**config.mk**
```make
export PLATFORM = sky130hd
export DESIGN_NAME = pds_router
export DESIGN_NICKNAME = d
export VERILOG_FILES = /design/src/rtl/pds_router.sv
export SDC_FILE = /design/constraint.sdc
export NUM_CORES = 1
export LEC_CHECK = 0
export ABC_CLOCK_PERIOD_IN_PS = 3110
export CAP_MARGIN = 10
export CORE_MARGIN = 5
export CORE_UTILIZATION = 48
export DETAILED_ROUTE_END_ITERATION = 8
export PLACE_DENSITY = 0.83
export SLEW_MARGIN = 20
export SYNTH_ARGS = -nofsm -noshare
export SYNTH_HDL_FRONTEND = slang
export SYNTH_SLANG_ARGS = --single-unit
```
**constraint.sdc**
```tcl
create_clock -name clk -period 3.11 [get_ports clk]
set_clock_uncertainty 0.2 [all_clocks]
set_input_delay 0.622 -clock clk [delete_from_list [all_inputs] [get_ports clk]]
set_output_delay 0.622 -clock clk [all_outputs]
set_load 0.01 [all_outputs]
```
**src/rtl/pds_router.sv**
```systemverilog
// rtl/pds_router.sv - packet distribution router, one input stream to NPORTS lockstep-multicast outputs
// Optional per-port delivery and drop statistics enabled by PDS_STATS_EN.
module pds_router #(
  parameter int NPORTS = 4,
  parameter int DW     = 8,
  parameter int PW     = $clog2(NPORTS)
`ifdef PDS_STATS_EN
  , parameter int CNTW = 16
`endif
) (
  input  logic              clk,
  input  logic              rst,
  input  logic              in_valid,
  output logic              in_ready,
  input  logic [DW-1:0]     in_data,
  input  logic              in_sop,
  input  logic              in_eop,
  output logic [NPORTS-1:0] out_valid,
  input  logic [NPORTS-1:0] out_ready,
  output logic [DW-1:0]     out_data,
  output logic              out_sop,
  output logic              out_eop,
  output logic              busy,
  output logic              drop
`ifdef PDS_STATS_EN
  , output logic [NPORTS*CNTW-1:0] pkt_cnt,
  output logic [CNTW-1:0]          drop_cnt
`endif
);

  typedef enum logic [1:0] {IDLE, FWD, DROP} state_t;

  localparam logic [DW-2:0]     PORT_LIM = (DW-1)'(NPORTS);
  localparam logic [NPORTS-1:0] ONE_HOT0 = NPORTS'(1);

  state_t            state, state_nx;
  logic              full;
  logic [NPORTS-1:0] held_dst;
  logic [NPORTS-1:0] pkt_dst;
  logic [NPORTS-1:0] hdr_dst;
  logic              hdr_legal;
  logic              space;
  logic              retire;
  logic              fwd_beat;
  logic              drop_ev;

  // The whole non-type field is range-checked, so e.g. port 6 on a 4-port router is illegal.
  always_comb begin
    hdr_dst   = '0;
    hdr_legal = 1'b0;
    if (in_data[DW-1]) begin
      hdr_dst   = in_data[NPORTS-1:0];
      hdr_legal = |in_data[NPORTS-1:0];
    end else if (in_data[DW-2:0] < PORT_LIM) begin
      hdr_dst   = ONE_HOT0 << in_data[PW-1:0];
      hdr_legal = 1'b1;
    end
  end

  assign retire    = full && ((held_dst & ~out_ready) == '0);
  assign space     = !full || retire;
  assign out_valid = full ? held_dst : '0;
  assign busy      = (state != IDLE) || full;

  always_comb begin
    state_nx = state;
    in_ready = 1'b0;
    fwd_beat = 1'b0;
    drop_ev  = 1'b0;
    case (state)
      IDLE: begin
        in_ready = space;
        if (in_valid && space) begin
          if (in_sop && hdr_legal) begin
            fwd_beat = 1'b1;
            if (!in_eop) state_nx = FWD;
          end else begin
            drop_ev = 1'b1;
            if (in_sop && !in_eop) state_nx = DROP;
          end
        end
      end
      FWD: begin
        in_ready = space;
        if (in_valid && space) begin
          fwd_beat = 1'b1;
          if (in_eop) state_nx = IDLE;
        end
      end
      DROP: begin
        in_ready = 1'b1;
        if (in_valid && in_eop) state_nx = IDLE;
      end
      default: state_nx = IDLE;
    endcase
  end

  always_ff @(posedge clk or negedge rst) begin
    if (!rst) begin
      state    <= IDLE;
      full     <= 1'b0;
      held_dst <= '0;
      pkt_dst  <= '0;
      out_data <= '0;
      out_sop  <= 1'b0;
      out_eop  <= 1'b0;
      drop     <= 1'b0;
    end else begin
      state <= state_nx;
      drop  <= drop_ev;
      if (fwd_beat) begin
        full     <= 1'b1;
        out_data <= in_data;
        out_sop  <= (state == IDLE);
        out_eop  <= in_eop;
        held_dst <= (state == IDLE) ? hdr_dst : pkt_dst;
        if (state == IDLE) pkt_dst <= hdr_dst;
      end else if (retire) begin
        full <= 1'b0;
      end
    end
  end

`ifdef PDS_STATS_EN
  logic [CNTW-1:0] port_cnt [NPORTS];

  always_ff @(posedge clk or negedge rst) begin
    if (!rst) begin
      for (int i = 0; i < NPORTS; i++) port_cnt[i] <= '0;
      drop_cnt <= '0;
    end else begin
      for (int i = 0; i < NPORTS; i++) begin
        if (retire && out_eop && held_dst[i] && (port_cnt[i] != '1))
          port_cnt[i] <= port_cnt[i] + 1'b1;
      end
      if (drop_ev && (drop_cnt != '1)) drop_cnt <= drop_cnt + 1'b1;
    end
  end

  for (genvar g = 0; g < NPORTS; g++) begin : g_pack
    assign pkt_cnt[g*CNTW +: CNTW] = port_cnt[g];
  end
`endif

endmodule

```
After elaboration in Yosys (flattened, before gate mapping):

Index checks and enable logic that the tools add are counted.

* bits in registers: 18
* input port bits: 17
* word-level logic and storage cells: 60

* magnitude comparators: 1
* eq/ne operators: 8
* shift operators: 1
* mux-type cells: 24
* bitwise gates (word level): 2
* reductions and logical operators: 17

Operators with widths (number)
* $mux W4: 4
* $mux W2: 7
* $mux W1: 10
* $ne A2 B2 Y1 const B: 4
* $lt A7 B3 Y1 const B: 1
* $ne A3 B3 Y1 const B: 2
* $pmux W2 S3: 1
* $reduce_and A6 Y1: 1
* $logic_and A1 B1 Y1: 5
* $and A4 B4 Y4: 1
* $logic_not A4 Y1: 1
* $not A4 Y4: 1
* $pmux W1 S2: 2
* $reduce_bool A2 Y1: 2
* $reduce_or A4 Y1: 1
* $shl A1 B2 Y4 const A: 1
* $eq A2 B1 Y1 const B: 1
* $eq A2 B2 Y1 const B: 1
* $logic_not A1 Y1: 2
* $logic_not A2 Y1: 1
* $logic_or A1 B1 Y1: 2
* $reduce_and A2 Y1: 1
* $reduce_or A2 Y1: 1

Depth between registers and ports, before layout:

* word-level depth: 9
* mapped depth: 5

Worst setup path before layout:

Ideal clock, no wire load.

* kind: input-to-reg
* from: in in_data[6]
* to: reg pkt_dst[0]
* setup time: 125 ps
* arrival: 2023 ps
* path slack: 762 ps
* cell stages on the path: 4
* buffers on the path: 0
* cells stage by stage: nor4_2 > a22oi_2 > nor4b_4 > mux2_2

* word-level cells in the longest chain between the ends: 8
* elaborated cells on any way between the ends: 11
* classes of those cells: order compare (1); mux (8); reduce/logical (2)

RTL lines
* start: declaration: RTL line 15 `input logic [DW-1:0] in_data,`
* $lt A7 B3 Y1 (*): RTL line 54 `end else if (in_data[DW-2:0] < PORT_LIM) begin`
* $mux W1: RTL line 54
* $mux W1: RTL line 51 `if (in_data[DW-1]) begin`
* $logic_and A1 B1 Y1: RTL line 74 `if (in_sop && hdr_legal) begin`
* $mux W1: RTL line 74
* $mux W1: RTL line 73 `if (in_valid && space) begin`
* $pmux W1 S2: RTL line 70 `case (state)`
* $reduce_and A2 Y1 (no source line)
* end signal: assignment: RTL line 117 `if (state == IDLE) pkt_dst <= hdr_dst;`
* end: declaration: RTL line 39 `logic [NPORTS-1:0] pkt_dst;`

Every way passes the cells marked *; elsewhere a longest branch is shown, timed or not. The select of a mux whose other input is x is not followed.
A chain may end at the register's enable or synchronous reset.

Worst setup path after layout:

* from: in out_ready[1]
* to: reg out_data[6]

* word-level cells in the longest chain between the ends: 8
* elaborated cells on any way between the ends: 9
* classes of those cells: mux (3); bitwise (2); reduce/logical (4)

RTL lines
* start: declaration: RTL line 19 `input logic [NPORTS-1:0] out_ready,`
* $not A4 Y4 (*): RTL line 60 `assign retire = full && ((held_dst & ~out_ready) == '0);`
* $and A4 B4 Y4 (*): RTL line 60
* $logic_not A4 Y1 (*): RTL line 60
* $logic_and A1 B1 Y1 (*): RTL line 60
* $logic_or A1 B1 Y1 (*): RTL line 61 `assign space = !full || retire;`
* $logic_and A1 B1 Y1 (*): RTL line 73, 85
* $mux W1 (on tied branches): RTL line 85, 73
* $pmux W1 S2 (*): RTL line 70
* end signal: assignment: RTL line 113 `out_data <= in_data;`
* end: declaration: RTL line 20 `output logic [DW-1:0] out_data,`

Every way passes the cells marked *; elsewhere a longest branch is shown, timed or not.

==> results.sh <==
export IMPL_synth_avg_cell_area_um2=11.9
export IMPL_clkSlewWorstSetupHoldPaths_ns=0.11
export IMPL_dr_pass1_iters=4
export IMPL_synth_xor_area_frac=0
export IMPL_viasPerCell=5.65
export IMPL_antenna_left=0
export IMPL_status="finished clean"
export IMPL_core_um2=2150
export IMPL_synth_area_leaders="dfrtp_1 43%, mux2_4 13%, mux2_2 4.3%"
export IMPL_worstHoldPathType="flip-flop to flip-flop"
export IMPL_cts_htree_levels=1
export IMPL_cts_buffer_depth=2
export IMPL_period_needed_ns=2.86
export IMPL_nNetsFinal=149
export IMPL_hold_depth=1
export IMPL_p_leak_nw=0.642
export IMPL_vdd_ir_drop_max_mv=0.524
export IMPL_critPathArrivalTime_ns=2.85
export IMPL_num_rows=17
export IMPL_port_buffers=33
export IMPL_grt_pass1_wl_um=4240
export IMPL_grt_pass1_vias=857
export IMPL_powerDensity_nw_per_um2=790
export IMPL_muxShareOfSynthArea=0.172
export IMPL_ys_warn_count=0
export IMPL_tightest_slew_ns=1.02
export IMPL_cts_tree="done"
export IMPL_synth_top_area_frac=0.429
export IMPL_synth_compound_area_share=0.161
export IMPL_critPathMaxStageDelay_ns=0.81
export IMPL_design_area_um2=1500
export IMPL_synth_cell_types=35
export IMPL_drive_above_1_share=0.275
export IMPL_syn_num_nets=105
export IMPL_rrSetupSlack_ns=0.55
export IMPL_drt_iter0_drc=19
export IMPL_grt_overflow_total=0
export IMPL_critPathMaxFanout=9
export IMPL_synth_adder_area_share=0
export IMPL_p_sw_frac=0.327
export IMPL_finalMaxSlewViolations=0
export IMPL_synth_top_family_by_area="simple AND/OR/NAND/NOR gates"
export IMPL_routed_wirelength_um=2620
export IMPL_cp_slowest_cell="nor3b_2"
export IMPL_clock_fmax_mhz=350
export IMPL_drc=0
export IMPL_start_util=0.489
export IMPL_start_kind="input port"
export IMPL_clk_latency_ns=0.29
export IMPL_synth_edf_count=0
export IMPL_diodes=0
export IMPL_worstPathRequired_ns=3.10
export IMPL_die_height_um=56.8
export IMPL_maxCapViolCount=0
export IMPL_syn_area_um2=1050
export IMPL_yosysSeqAreaShare=0.429
export IMPL_synthFlopType="dfrtp_1"
export IMPL_grtUsageTotal=0.170
export IMPL_synth_top_area_cell="dfrtp_1"
export IMPL_routedWlPerCell_um=16.5
export IMPL_layout_common_cells="32 x clkdlybuf4s50_1, 18 x dfrtp_1, 9 x mux2_4, 9 x buf_4, 5 x inv_1"
export IMPL_via_count=899
export IMPL_timing_slew_headroom=0.318
export IMPL_power_frac_comb=0.506
export IMPL_dpl_hpwl_um=1920
export IMPL_ys_ff_latch=18
export IMPL_post_dp_cell_area_um2=1460
export IMPL_reg2reg_depth=5
export IMPL_hold_violations=0
export IMPL_antenna_found_initial=0
export IMPL_final_common_cell="clkdlybuf4s50_1"
export IMPL_synthSimpleGateAreaFrac=0.203
export IMPL_areaGrowthSynthToFinish_pct=43.1
export IMPL_rsz0062_at_grt="false"
export IMPL_clock_sinks=18
export IMPL_boundaryPins=34
export IMPL_synthArstFlopShare=1.00
export IMPL_clock_root_buffer="clkbuf_4"
export IMPL_synth_cells=88
export IMPL_setup_violations=0
export IMPL_p_clk_frac=0.125
export IMPL_cts_buffers_inserted=3
export IMPL_path_class="input port to flip-flop"
export IMPL_intPower_w=0.000799
export IMPL_critPathCaptureType="flip-flop"
export IMPL_final_core_util=0.699
export IMPL_power_frac_seq=0.369
export IMPL_post_route_period_util=0.918
export IMPL_die_width_um=56.8
export IMPL_crit_chain="clkdlybuf4s50_1 -> nor2b_1 -> o41ai_4 -> buf_4 -> nor3b_2 -> mux2_4"
export IMPL_gp_congestion=0.755
export IMPL_switchingPower_w=0.000388
export IMPL_dieArea_um2=3220
export IMPL_grt_max_degree=19
export IMPL_post_cts_buffers=0
[critical path: cells and delay by family]
kind / cells / cell delay (ns)
muxes: 1 / 0.35
buffers and inverters: 2 / 0.62
AOI/OAI and AO/OA: 1 / 0.38
and+or+nand+nor: 2 / 0.88
[metal layers]
| layer | vias up | part of all wire | global-route usage |
|---|---|---|---|
| li1 | 415 | - | - |
| met2 | 30 | 0.51 | 0.300 |
| met5 | - | 0 | 0 |
| met3 | 4 | 0.049 | 0.0230 |
| met1 | 450 | 0.42 | 0.192 |
| met4 | 0 | 0.013 | 0.0960 |
[worst paths after layout]
path,from,endpoint
min in group asynchronous,rst,out_data[3]$_DFFE_PN0P_
worst max-delay path,out_ready[1],out_data[6]$_DFFE_PN0P_
max in group asynchronous,rst,drop$_DFF_PN0_
worst max register to register,pkt_dst[1]$_DFFE_PN0P_,out_data[6]$_DFFE_PN0P_
worst min-delay path,out_data[4]$_DFFE_PN0P_,out_data[4]$_DFFE_PN0P_
worst min register to register,out_data[4]$_DFFE_PN0P_,out_data[4]$_DFFE_PN0P_
[Yosys cell counts (2+ instances only)]
| cell type | instances |
|---|---|
| o21ai_0 | 4 |
| dfrtp_1 | 18 |
| nor2_1 | 4 |
| inv_1 | 5 |
| a41oi_1 | 2 |
| clkbuf_1 | 2 |
| mux2_4 | 9 |
| nor2b_1 | 4 |
| mux2_2 | 4 |
| nand3_1 | 2 |
| and2_1 | 4 |
| nand2_1 | 4 |
| nor4_1 | 2 |
| a21oi_1 | 3 |
[layout make-up]
type | count | area [um2]
Multi-Input combinational cell | 62 | 562
Tap cell | 28 | 35.0
Inverter | 5 | 18.8
Clock buffer | 4 | 36.3
Fill cell | 148 | 646
Sequential cell | 18 | 450
Timing Repair Buffer | 42 | 400
[flip-flops by register name (all words and copies together), names as in the netlist]
register and count:
out_data 8, pkt_dst 4, state 2, drop 1
full 1, out_eop 1, out_sop 1
[what timing repair did]
item	CTS	global route
setup endpoints to repair	0	1
gates resized for setup	0	1
hold buffers	0	0
[per-stage QoR]
step           power, W  TNS (ns)  instances  hold slack (ns)  setup WS [ns]
2_1_floorplan  0.000753         0         88            0.126          0.762
5_1_grt         0.00125         0        159            0.330          0.158
3_3_place_gp    0.00103         0        155            0.301        0.00124
4_1_cts         0.00120         0        159            0.322         0.0149
6_report        0.00119         0        159            0.322          0.254
3_5_place_dp    0.00104    -0.723        155            0.291        -0.0839
[power by group through the flow]
stage	sequential, W	clock (W)	combinational [W]
after floorplan	0.000443	0	0.000310
after global placement	0.000439	0	0.000587
after detailed placement	0.000441	0	0.000602
after CTS	0.000438	0.000152	0.000607
after global routing	0.000452	0.000165	0.000636
final	0.000438	0.000148	0.000600
[cells by family (layout without fill, tap and decap cells)]
logic type	Yosys count	count (layout)
flip-flops	18	18
AND/OR/NAND/NOR	31	31
buffers and inverters	8	51
AO/OA/AOI/OAI	18	18
multiplexers	13	13
Power figures use the tool's default switching activity.
